--- src/rtl/collision_pkg.sv ---
// rtl/collision_pkg.sv - shared state encoding and default constants for the collision/HP tracker
package collision_pkg;

  typedef enum logic [1:0] {
    ARMED    = 2'd0,
    COOLDOWN = 2'd1,
    DEAD     = 2'd2
  } state_e;

  localparam int HIT_SIZE_DEF    = 7;
  localparam int COOL_CYCLES_DEF = 8000000;
  localparam int HP_INIT_DEF     = 3;

endpackage

--- src/rtl/hitbox_compare.sv ---
// rtl/hitbox_compare.sv - symmetric square hitbox test of one bullet against the unit
module hitbox_compare
  import collision_pkg::*;
#(
  parameter int X_W      = 8,
  parameter int Y_W      = 7,
  parameter int HIT_SIZE = HIT_SIZE_DEF
) (
  input  logic [X_W-1:0] bullet_x,
  input  logic [Y_W-1:0] bullet_y,
  input  logic           bullet_valid,
  input  logic [X_W-1:0] unit_x,
  input  logic [Y_W-1:0] unit_y,
  output logic           overlap
);

  localparam logic [31:0] HIT_LIM = 32'(HIT_SIZE);

  logic [X_W-1:0] dx;
  logic [Y_W-1:0] dy;

  // Larger minus smaller so coordinates never wrap around the playfield edge.
  assign dx = (bullet_x >= unit_x) ? (bullet_x - unit_x) : (unit_x - bullet_x);
  assign dy = (bullet_y >= unit_y) ? (bullet_y - unit_y) : (unit_y - bullet_y);

  assign overlap = bullet_valid && (32'(dx) < HIT_LIM) && (32'(dy) < HIT_LIM);

endmodule

--- src/rtl/collision_hp_tracker.sv ---
// rtl/collision_hp_tracker.sv - multi-bullet hit detection, HP counter, cooldown and death FSM
module collision_hp_tracker
  import collision_pkg::*;
#(
  parameter int X_W         = 8,
  parameter int Y_W         = 7,
  parameter int NUM_BULLETS = 8,
  parameter int IDX_W       = (NUM_BULLETS > 1) ? $clog2(NUM_BULLETS) : 1,
  parameter int HIT_SIZE    = HIT_SIZE_DEF,
  parameter int COOL_CYCLES = COOL_CYCLES_DEF,
  parameter int HP_W        = 4,
  parameter int HP_INIT     = HP_INIT_DEF
) (
  input  logic                       clk,
  input  logic                       rst,
  input  logic                       enable,
  input  logic                       respawn,
  input  logic [NUM_BULLETS*X_W-1:0] bullet_x,
  input  logic [NUM_BULLETS*Y_W-1:0] bullet_y,
  input  logic [NUM_BULLETS-1:0]     bullet_valid,
  input  logic [X_W-1:0]             unit_x,
  input  logic [Y_W-1:0]             unit_y,
  output logic                       hit,
  output logic [IDX_W-1:0]           hit_idx,
  output logic [NUM_BULLETS-1:0]     bullet_kill,
  output logic                       invuln,
  output logic [HP_W-1:0]            hp,
  output logic                       dead
);

  localparam int               CNT_W     = (COOL_CYCLES > 1) ? $clog2(COOL_CYCLES) : 1;
  localparam logic [CNT_W-1:0] CNT_LAST  = CNT_W'(COOL_CYCLES - 1);
  localparam logic [HP_W-1:0]  HP_RELOAD = HP_W'(HP_INIT);

  logic [NUM_BULLETS-1:0] overlap;
  logic                   any_hit;
  logic [IDX_W-1:0]       hit_idx_d;
  logic [NUM_BULLETS-1:0] kill_d;

  state_e                 state_q;
  logic [CNT_W-1:0]       cnt_q;
  logic [HP_W-1:0]        hp_q;
  logic                   hit_q;
  logic [IDX_W-1:0]       hit_idx_q;
  logic [NUM_BULLETS-1:0] kill_q;
  logic                   invuln_q;
  logic                   dead_q;

  for (genvar g = 0; g < NUM_BULLETS; g++) begin : g_hitbox
    hitbox_compare #(
      .X_W      (X_W),
      .Y_W      (Y_W),
      .HIT_SIZE (HIT_SIZE)
    ) u_hitbox (
      .bullet_x     (bullet_x[g*X_W +: X_W]),
      .bullet_y     (bullet_y[g*Y_W +: Y_W]),
      .bullet_valid (bullet_valid[g]),
      .unit_x       (unit_x),
      .unit_y       (unit_y),
      .overlap      (overlap[g])
    );
  end

  // Scan from the top down so the lowest colliding slot is the last one written.
  always_comb begin
    any_hit   = |overlap;
    hit_idx_d = '0;
    kill_d    = '0;
    for (int i = NUM_BULLETS - 1; i >= 0; i--) begin
      if (overlap[i]) begin
        hit_idx_d = IDX_W'(i);
        kill_d    = '0;
        kill_d[i] = 1'b1;
      end
    end
  end

  always_ff @(posedge clk) begin
    if (rst) begin
      state_q   <= ARMED;
      cnt_q     <= '0;
      hp_q      <= HP_RELOAD;
      hit_q     <= 1'b0;
      hit_idx_q <= '0;
      kill_q    <= '0;
      invuln_q  <= 1'b0;
      dead_q    <= 1'b0;
    end else begin
      hit_q  <= 1'b0;
      kill_q <= '0;
      if (enable) begin
        if (respawn) begin
          hp_q     <= HP_RELOAD;
          state_q  <= COOLDOWN;
          cnt_q    <= '0;
          invuln_q <= 1'b1;
          dead_q   <= 1'b0;
        end else begin
          case (state_q)
            ARMED: begin
              if (any_hit) begin
                hit_q     <= 1'b1;
                hit_idx_q <= hit_idx_d;
                kill_q    <= kill_d;
                hp_q      <= hp_q - HP_W'(1);
                cnt_q     <= '0;
                if (hp_q == HP_W'(1)) begin
                  state_q  <= DEAD;
                  invuln_q <= 1'b0;
                  dead_q   <= 1'b1;
                end else begin
                  state_q  <= COOLDOWN;
                  invuln_q <= 1'b1;
                  dead_q   <= 1'b0;
                end
              end
            end
            COOLDOWN: begin
              if (cnt_q == CNT_LAST) begin
                state_q  <= ARMED;
                cnt_q    <= '0;
                invuln_q <= 1'b0;
              end else begin
                cnt_q <= cnt_q + CNT_W'(1);
              end
            end
            DEAD: begin
              hp_q <= '0;
            end
            default: begin
              state_q  <= ARMED;
              invuln_q <= 1'b0;
              dead_q   <= 1'b0;
            end
          endcase
        end
      end
    end
  end

  assign hit         = hit_q;
  assign hit_idx     = hit_idx_q;
  assign bullet_kill = kill_q;
  assign invuln      = invuln_q;
  assign hp          = hp_q;
  assign dead        = dead_q;

endmodule

--- config.mk ---
export PLATFORM = sky130hd
export DESIGN_NAME = collision_hp_tracker
export DESIGN_NICKNAME = d
export VERILOG_FILES = /design/src/rtl/collision_pkg.sv /design/src/rtl/hitbox_compare.sv /design/src/rtl/collision_hp_tracker.sv
export SDC_FILE = /design/constraint.sdc
export NUM_CORES = 1
export LEC_CHECK = 0
export CAP_MARGIN = 20
export CORE_MARGIN = 2
export CORE_UTILIZATION = 53
export CTS_CLUSTER_DIAMETER = 60
export DETAILED_ROUTE_END_ITERATION = 8
export PLACE_DENSITY = 0.83
export SYNTH_ARGS = -nofsm -noshare
export SYNTH_HDL_FRONTEND = slang
export SYNTH_SLANG_ARGS = --single-unit
--- constraint.sdc ---
create_clock -name clk -period 4.75 [get_ports clk]
set_clock_uncertainty 0.15 [all_clocks]
set_input_delay 0.95 -clock clk [delete_from_list [all_inputs] [get_ports clk]]
set_output_delay 0.95 -clock clk [all_outputs]
set_load 0.01 [all_outputs]
==> impl_metrics.json, run 1 <==
{
  "drv_cap": 0,
  "synth_compound_area_frac": 0.259,
  "crit_path_top_delay_cell": "clkdlybuf4s50_1",
  "maxSlewHeadroom": 0.545,
  "end_kind": "flip-flop",
  "path_clk_slew_ns": 0.06,
  "synthCells": 1632,
  "peakVddDrop_mv": 0.149,
  "dieArea_mm2": 0.0243,
  "grt_pass1_wl_mm": 69.4,
  "grt_start_max_net_pins": 24,
  "crit_arrival_ns": 4.85,
  "areaGrowthSynthToFinish_pct": 50.6,
  "yosys.area_share.simple": 0.202,
  "pre_cts_slack_ns": -0.676,
  "netlist_area_mm2": 0.0122,
  "ant_nets": 0,
  "holdCritPathClass": "flip-flop to flip-flop",
  "synth-edff-count": 0,
  "seq_area_frac_synth": 0.0687,
  "wl_mm": 46.0,
  "post-route-drc-count": 0,
  "cts-htree-levels": 2,
  "cp_max_fo": 6,
  "leakage_nw": 8.89,
  "cts_tree": "yes",
  "grt_pass1_vias": 14500,
  "hold_viol_final": 0,
  "via_per_inst": 6.03,
  "startpoint": "bullet_y[23]",
  "die_x_um": 156,
  "wl_per_cell_um": 18.5,
  "grtUsageTotal": 0.346,
  "gp_congestion": 1.00,
  "yosysMostFrequentCell": "ha_1",
  "reg2reg_from": "cnt_q[0]$_SDFFE_PP0P_",
  "antenna_found_initial": 4,
  "cp_num_cells": 17,
  "clk_path_buf_depth": 2,
  "cp.required_ns": 4.81,
  "max_freq_ghz": 0.209,
  "vias": 15000,
  "synth_ff_type": "dfxtp_1",
  "numCtsBuffers": 5,
  "crit_family": "compound AO/OA/AOI/OAI gates",
  "async_flop_share": 0,
  "ys_warn_count": 0,
  "finalPower_mw": 2.81,
  "r2r_cells": 12,
  "fp.dieH_um": 156,
  "port_buffers": 164,
  "rows": 55,
  "syn_nets": 2041,
  "rr_endpoint": "cnt_q[22]$_SDFFE_PP0P_",
  "start_util": 0.540,
  "status": "finished, violations left",
  "io-pin-count": 165,
  "synthAdderAreaFrac": 0.288,
  "synth.area.mux_share": 0.0408,
  "crit_end": "cnt_q[15]$_SDFFE_PP0P_",
  "r2r_slack_ns": 1.28,
  "path_cells": "clkdlybuf4s50_1 > inv_1 > ha_1 > a21oi_2 > o21ai_1 > a41oi_4 > mux2i_2 > xor2_1 > o311ai_2 > nor3b_4 > or4b_4 > o311ai_4 > buf_6 > buf_6 > buf_4 > nand2_1 > o21ai_1",
  "cts_root_buf": "clkbuf_16",
  "postSynthAreaPerCell_um2": 7.49,
  "violations": "negative setup slack",
  "dr.pass1.iters": 5,
  "final.period_utilization": 1.01,
  "worst_slack_ns": -0.0372,
  "critPathBufInv": 5,
  "synth.area.top_cells": "ha_1 (24%), dfxtp_1 (6.9%), inv_1 (6.2%)",
  "crit_path_start_kind": "input pin",
  "layout_min_cycle_time_ns": 4.79,
  "synth-seq-cells": 42,
  "fin_nets": 2615,
  "slew_viol_final": 0,
  "dp_hpwl_mm": 35.8,
  "hold_buffers": 0,
  "fin_tns_setup_ns": -0.0475,
  "p_per_area_mw_per_mm2": 153,
  "synth_top_family_by_area": "adder cells",
  "synth_area_leader_cell": "ha_1",
  "rsz0062_at_grt": "yes",
  "ys_types": 80,
  "max_slew.worst_pin.slew_ns": 0.680,
  "synth.top_cells.by_count": "ha_1 (230), inv_1 (203), a21oi_1 (147)",
  "clock_latency_ns": 0.29,
  "fillers": 1424,
  "synth_xor_area_frac": 0.0537,
  "clock_sinks": 42,
  "slowest_delay_ns": 0.53,
  "coreArea_mm2": 0.0226,
  "synth_top_area_frac": 0.235,
  "overflow": 0,
  "setup_viol": 2,
  "drt_iter0_drc": 1248,
  "crit_type": "input pin to flip-flop",
  "drive_gt1_frac": 0.290
}
==> timing repair <==
| action | CTS | global route |
|---|---|---|
| gates resized for setup | 69 | 145 |
| setup endpoints to repair | 39 | 39 |
| gates cloned | 1 | 0 |
| setup buffers | 14 | 21 |
| pin swaps | 28 | 57 |
==> kinds of logic after synthesis <==
logic type	after synthesis
AND/OR/NAND/NOR	456
AO/OA/AOI/OAI	479
adder cells (fa/ha/maj)	262
XOR/XNOR	75
multiplexers	49
flip-flops	42
buffers and inverters	269
==> area by class of cell <==
cell class	count	area, µm²	area share
multi-input cells	1322	11000	0.600
repair buffers	632	5260	0.285
flip-flops and latches	42	841	0.0456
inverters	203	766	0.0416
well taps	285	357	0.0194
clock buffers	7	143	0.00774
diodes	3	7.51	0.000407
clock inverters	1	5.00	0.000272
==> where the power goes <==
group	switching, mW	total (mW)	internal [mW]	leakage [nW]
logic	1.06	2.11	1.05	8.48
clock network	0.135	0.344	0.208	0.0739
registers	0.00274	0.357	0.354	0.339
==> how the worst min path moves through the flow <==
stage | startpoint | to | slack (ns) | depth (start not counted)
floorplan | state_q[1]$_SDFFE_PP0P_ | state_q[1]$_SDFFE_PP0P_ | 0.30 | 2
global placement | dead$_SDFFE_PP0P_ | dead$_SDFFE_PP0P_ | 0.30 | 2
detailed placement | dead$_SDFFE_PP0P_ | dead$_SDFFE_PP0P_ | 0.30 | 2
CTS | dead$_SDFFE_PP0P_ | dead$_SDFFE_PP0P_ | 0.31 | 2
global route | dead$_SDFFE_PP0P_ | dead$_SDFFE_PP0P_ | 0.34 | 2
finish | dead$_SDFFE_PP0P_ | dead$_SDFFE_PP0P_ | 0.31 | 2
==> per-stage QoR <==
step	cell area (µm²)	hold WS, ns	cells	util
floorplan	12200	0.301	1632	-
global placement	17200	0.298	2450	0.760
detailed placement	17200	0.300	2450	0.760
CTS	17700	0.312	2473	0.783
global route	18400	0.343	2493	0.813
finish	18400	0.309	2495	0.814
==> sequential cells by signal, indices dropped and copies added (netlist names) <==
register	cells
state_q	2
dead	1
bullet_kill	8
cnt_q	23
hit	1
hp	4
hit_idx	3
==> cell usage in the layout (no fill, tap or decap), types with 16 or more instances in the layout <==
| master | instances |
|---|---|
| a21oi_2 | 25 |
| a31oi_1 | 21 |
| xnor2_1 | 47 |
| dfxtp_1 | 42 |
| o21ai_0 | 76 |
| nand3_1 | 66 |
| fa_1 | 26 |
| buf_4 | 450 |
| inv_1 | 191 |
| ha_1 | 206 |
| nand4_1 | 24 |
| nor2b_1 | 19 |
| xor2_1 | 28 |
| nand3b_1 | 29 |
| clkdlybuf4s50_1 | 142 |
| nor3_1 | 25 |
| mux2i_1 | 39 |
| nand2b_1 | 18 |
| nor3b_1 | 16 |
| nand2_1 | 100 |
| a21oi_1 | 124 |
| nor2_1 | 65 |
| a21o_1 | 44 |
==> routing by layer <==
layer  vias to the layer above  wire length, µm  part of all wire  GRT usage
met5                         -               16           0.00035          0
met4                         2             2190             0.048      0.113
met3                       184             3350             0.073     0.0422
met2                       732            21900              0.48      0.623
met1                      7107            18600              0.40      0.428
li1                       7023                -                 -          -
==> worst reg2reg max path, stage by stage (launching register included) <==
cell and delay, ns:
dfxtp_1 0.41, ha_1 0.23, and3_1 0.25, and3_1 0.21
nand3_1 0.13, or2_2 0.35, or2_2 0.34, nor2_1 0.23
and3_1 0.22, and3_1 0.23, nand3_1 0.16, or4_4 0.43
nand3_1 0.08
No activity file was read; power rests on OpenSTA's default activity.
==> run 2, diff against run 1 <==
--- a/config.mk
+++ b/config.mk
@@ -7,10 +7,11 @@
 export LEC_CHECK = 0
 export CAP_MARGIN = 20
 export CORE_MARGIN = 2
-export CORE_UTILIZATION = 53
+export CORE_UTILIZATION = 61
 export CTS_CLUSTER_DIAMETER = 60
 export DETAILED_ROUTE_END_ITERATION = 8
-export PLACE_DENSITY = 0.83
+export DONT_BUFFER_PORTS = 1
+export PLACE_DENSITY = 0.8
 export SYNTH_ARGS = -nofsm -noshare
 export SYNTH_HDL_FRONTEND = slang
 export SYNTH_SLANG_ARGS = --single-unit
==> constraint.sdc (replaced) <==
create_clock -name clk -period 5.8 [get_ports clk]
set_clock_uncertainty 0.15 [all_clocks]
set_input_delay 1.16 -clock clk [delete_from_list [all_inputs] [get_ports clk]]
set_output_delay 1.16 -clock clk [all_outputs]
set_load 0.01 [all_outputs]
==> impl_metrics.json, run 2 (synthesized netlist as in run 1, its figures left out) <==
{
  "hold_viol_final": 0,
  "cts_setup_buffers": 0,
  "hold_start": "state_q[1]$_SDFFE_PP0P_",
  "path_cells": "inv_1 > ha_1 > inv_1 > fa_1 > xnor2_1 > o32ai_1 > or4_1 > o32ai_1 > nand4_1 > nand4_4 > o311ai_4 > buf_4 > or4_1 > nand3_1",
  "leakage_nw": 5.83,
  "drive_gt1_frac": 0.0334,
  "final_cell_mix": "ha_1 (230), inv_1 (203), a21oi_1 (147)",
  "crit_family": "simple AND/OR/NAND/NOR gates",
  "via_per_inst": 6.39,
  "holdCritPathClass": "flip-flop to flip-flop",
  "rows": 51,
  "slowest_delay_ns": 0.59,
  "dieArea_mm2": 0.0212,
  "crit_path_top_delay_cell": "o32ai_1",
  "ctsResizeCount": 0,
  "fp.dieH_um": 146,
  "wl_per_cell_um": 18.6,
  "status": "finished clean",
  "fin_nets": 1996,
  "clk_path_buf_depth": 2,
  "regMostFlops": "cnt_q",
  "io-pin-count": 165,
  "overflow": 0,
  "finalPower_mw": 1.63,
  "crit_type": "input pin to flip-flop",
  "start_util": 0.624,
  "p_per_area_mw_per_mm2": 130,
  "numCtsBuffers": 5,
  "wl_mm": 34.5,
  "max_freq_ghz": 0.199,
  "grt_pass1_vias": 11400,
  "drv_cap": 0,
  "port_buffers": 0,
  "final.period_utilization": 0.868,
  "startpoint": "unit_x[0]",
  "clock_sinks": 42,
  "end_kind": "flip-flop",
  "peakVddDrop_mv": 0.0966,
  "layout_commonest_cell": "ha_1",
  "reg2reg_from": "cnt_q[0]$_SDFFE_PP0P_",
  "final_cells": 1854,
  "largest_reg_flops": 23,
  "slew_viol_final": 0,
  "vias": 11800,
  "dp_hpwl_mm": 27.6,
  "grtUsageTotal": 0.314,
  "dr.pass1.iters": 5,
  "rsz0062_at_grt": "no",
  "drt_iter0_drc": 841,
  "crit_path_start_kind": "input pin",
  "gp_congestion": 0.980,
  "antenna_found_initial": 0,
  "cts_root_buf": "clkbuf_16",
  "cp.required_ns": 5.88,
  "coreArea_mm2": 0.0196,
  "setup_viol": 0,
  "crit_arrival_ns": 5.11,
  "critPathBufInv": 3,
  "path_clk_slew_ns": 0.06,
  "max_slew.worst_pin.slew_ns": 0.786,
  "die_x_um": 146,
  "fin_tns_setup_ns": 0,
  "grt_pass1_wl_mm": 55.6,
  "ant_nets": 0,
  "cts-htree-levels": 2,
  "post-route-drc-count": 0,
  "cts_tree": "yes",
  "cp_max_fo": 11,
  "hold_buffers": 0,
  "maxSlewHeadroom": 0.475,
  "clock_latency_ns": 0.29,
  "areaGrowthSynthToFinish_pct": 2.13,
  "grt_start_max_net_pins": 25,
  "layout_min_cycle_time_ns": 5.03,
  "placed_cells": 1845
}
-- run 2: per-layer routing --
layer	routed length (µm)	global-route usage	vias up
met2	15400	0.521	454
met5	0	0	-
met1	14700	0.391	5486
met3	2790	0.0655	116
li1	-	-	5782
met4	1640	0.143	0
-- run 2: area by class of cell --
| cell class | count | area (µm²) |
|---|---|---|
| well taps | 265 | 332 |
| diodes | 2 | 5.00 |
| multi-input cells | 1321 | 10300 |
| repair buffers | 14 | 105 |
| fillers | 1769 | 7100 |
| inverters | 203 | 762 |
| flip-flops and latches | 42 | 841 |
| clock buffers | 7 | 133 |
-- run 2: final timing paths --
| kind | cells past startpoint | to | slack [ns] |
|---|---|---|---|
| setup reg to reg | 12 | cnt_q[22]$_SDFFE_PP0P_ | 2.47 |
| hold / removal | 2 | state_q[1]$_SDFFE_PP0P_ | 0.34 |
| setup / recovery | 14 | cnt_q[14]$_SDFFE_PP0P_ | 0.77 |
| hold reg to reg | 2 | state_q[1]$_SDFFE_PP0P_ | 0.34 |
-- run 2: worst reg2reg max path, delay by kind of cell, from the launching register on --
family                   cells  cell delay (ns)
AND/OR/NAND/NOR             11             2.50
adder cells (fa/ha/maj)      1             0.22
flip-flops                   1             0.42
-- run 2: through the flow --
stage / setup slack (ns) / area (µm²) / hold slack [ns] / utilization
6_report: 0.765 / 12500 / 0.337 / 0.638
5_1_grt: 0.521 / 12500 / 0.365 / 0.637
4_1_cts: 0.810 / 12500 / 0.336 / 0.637
3_5_place_dp: 0.519 / 12400 / 0.328 / 0.631
3_3_place_gp: 0.660 / 12400 / 0.321 / 0.631
2_1_floorplan: 1.04 / 12200 / 0.301 / -
-- run 2: power by group --
part	switching, mW	total, mW	internal [mW]
registers	0.00312	0.293	0.290
clock network	0.109	0.267	0.157
logic	0.615	1.07	0.452
==> run 3, diff against run 2 <==
--- a/config.mk
+++ b/config.mk
@@ -5,7 +5,6 @@
 export SDC_FILE = /design/constraint.sdc
 export NUM_CORES = 1
 export LEC_CHECK = 0
-export CAP_MARGIN = 20
 export CORE_MARGIN = 2
 export CORE_UTILIZATION = 61
 export CTS_CLUSTER_DIAMETER = 60
==> results of run 3 <==
Same layout as run 2: the final DEF is identical, and so are final timing and power.
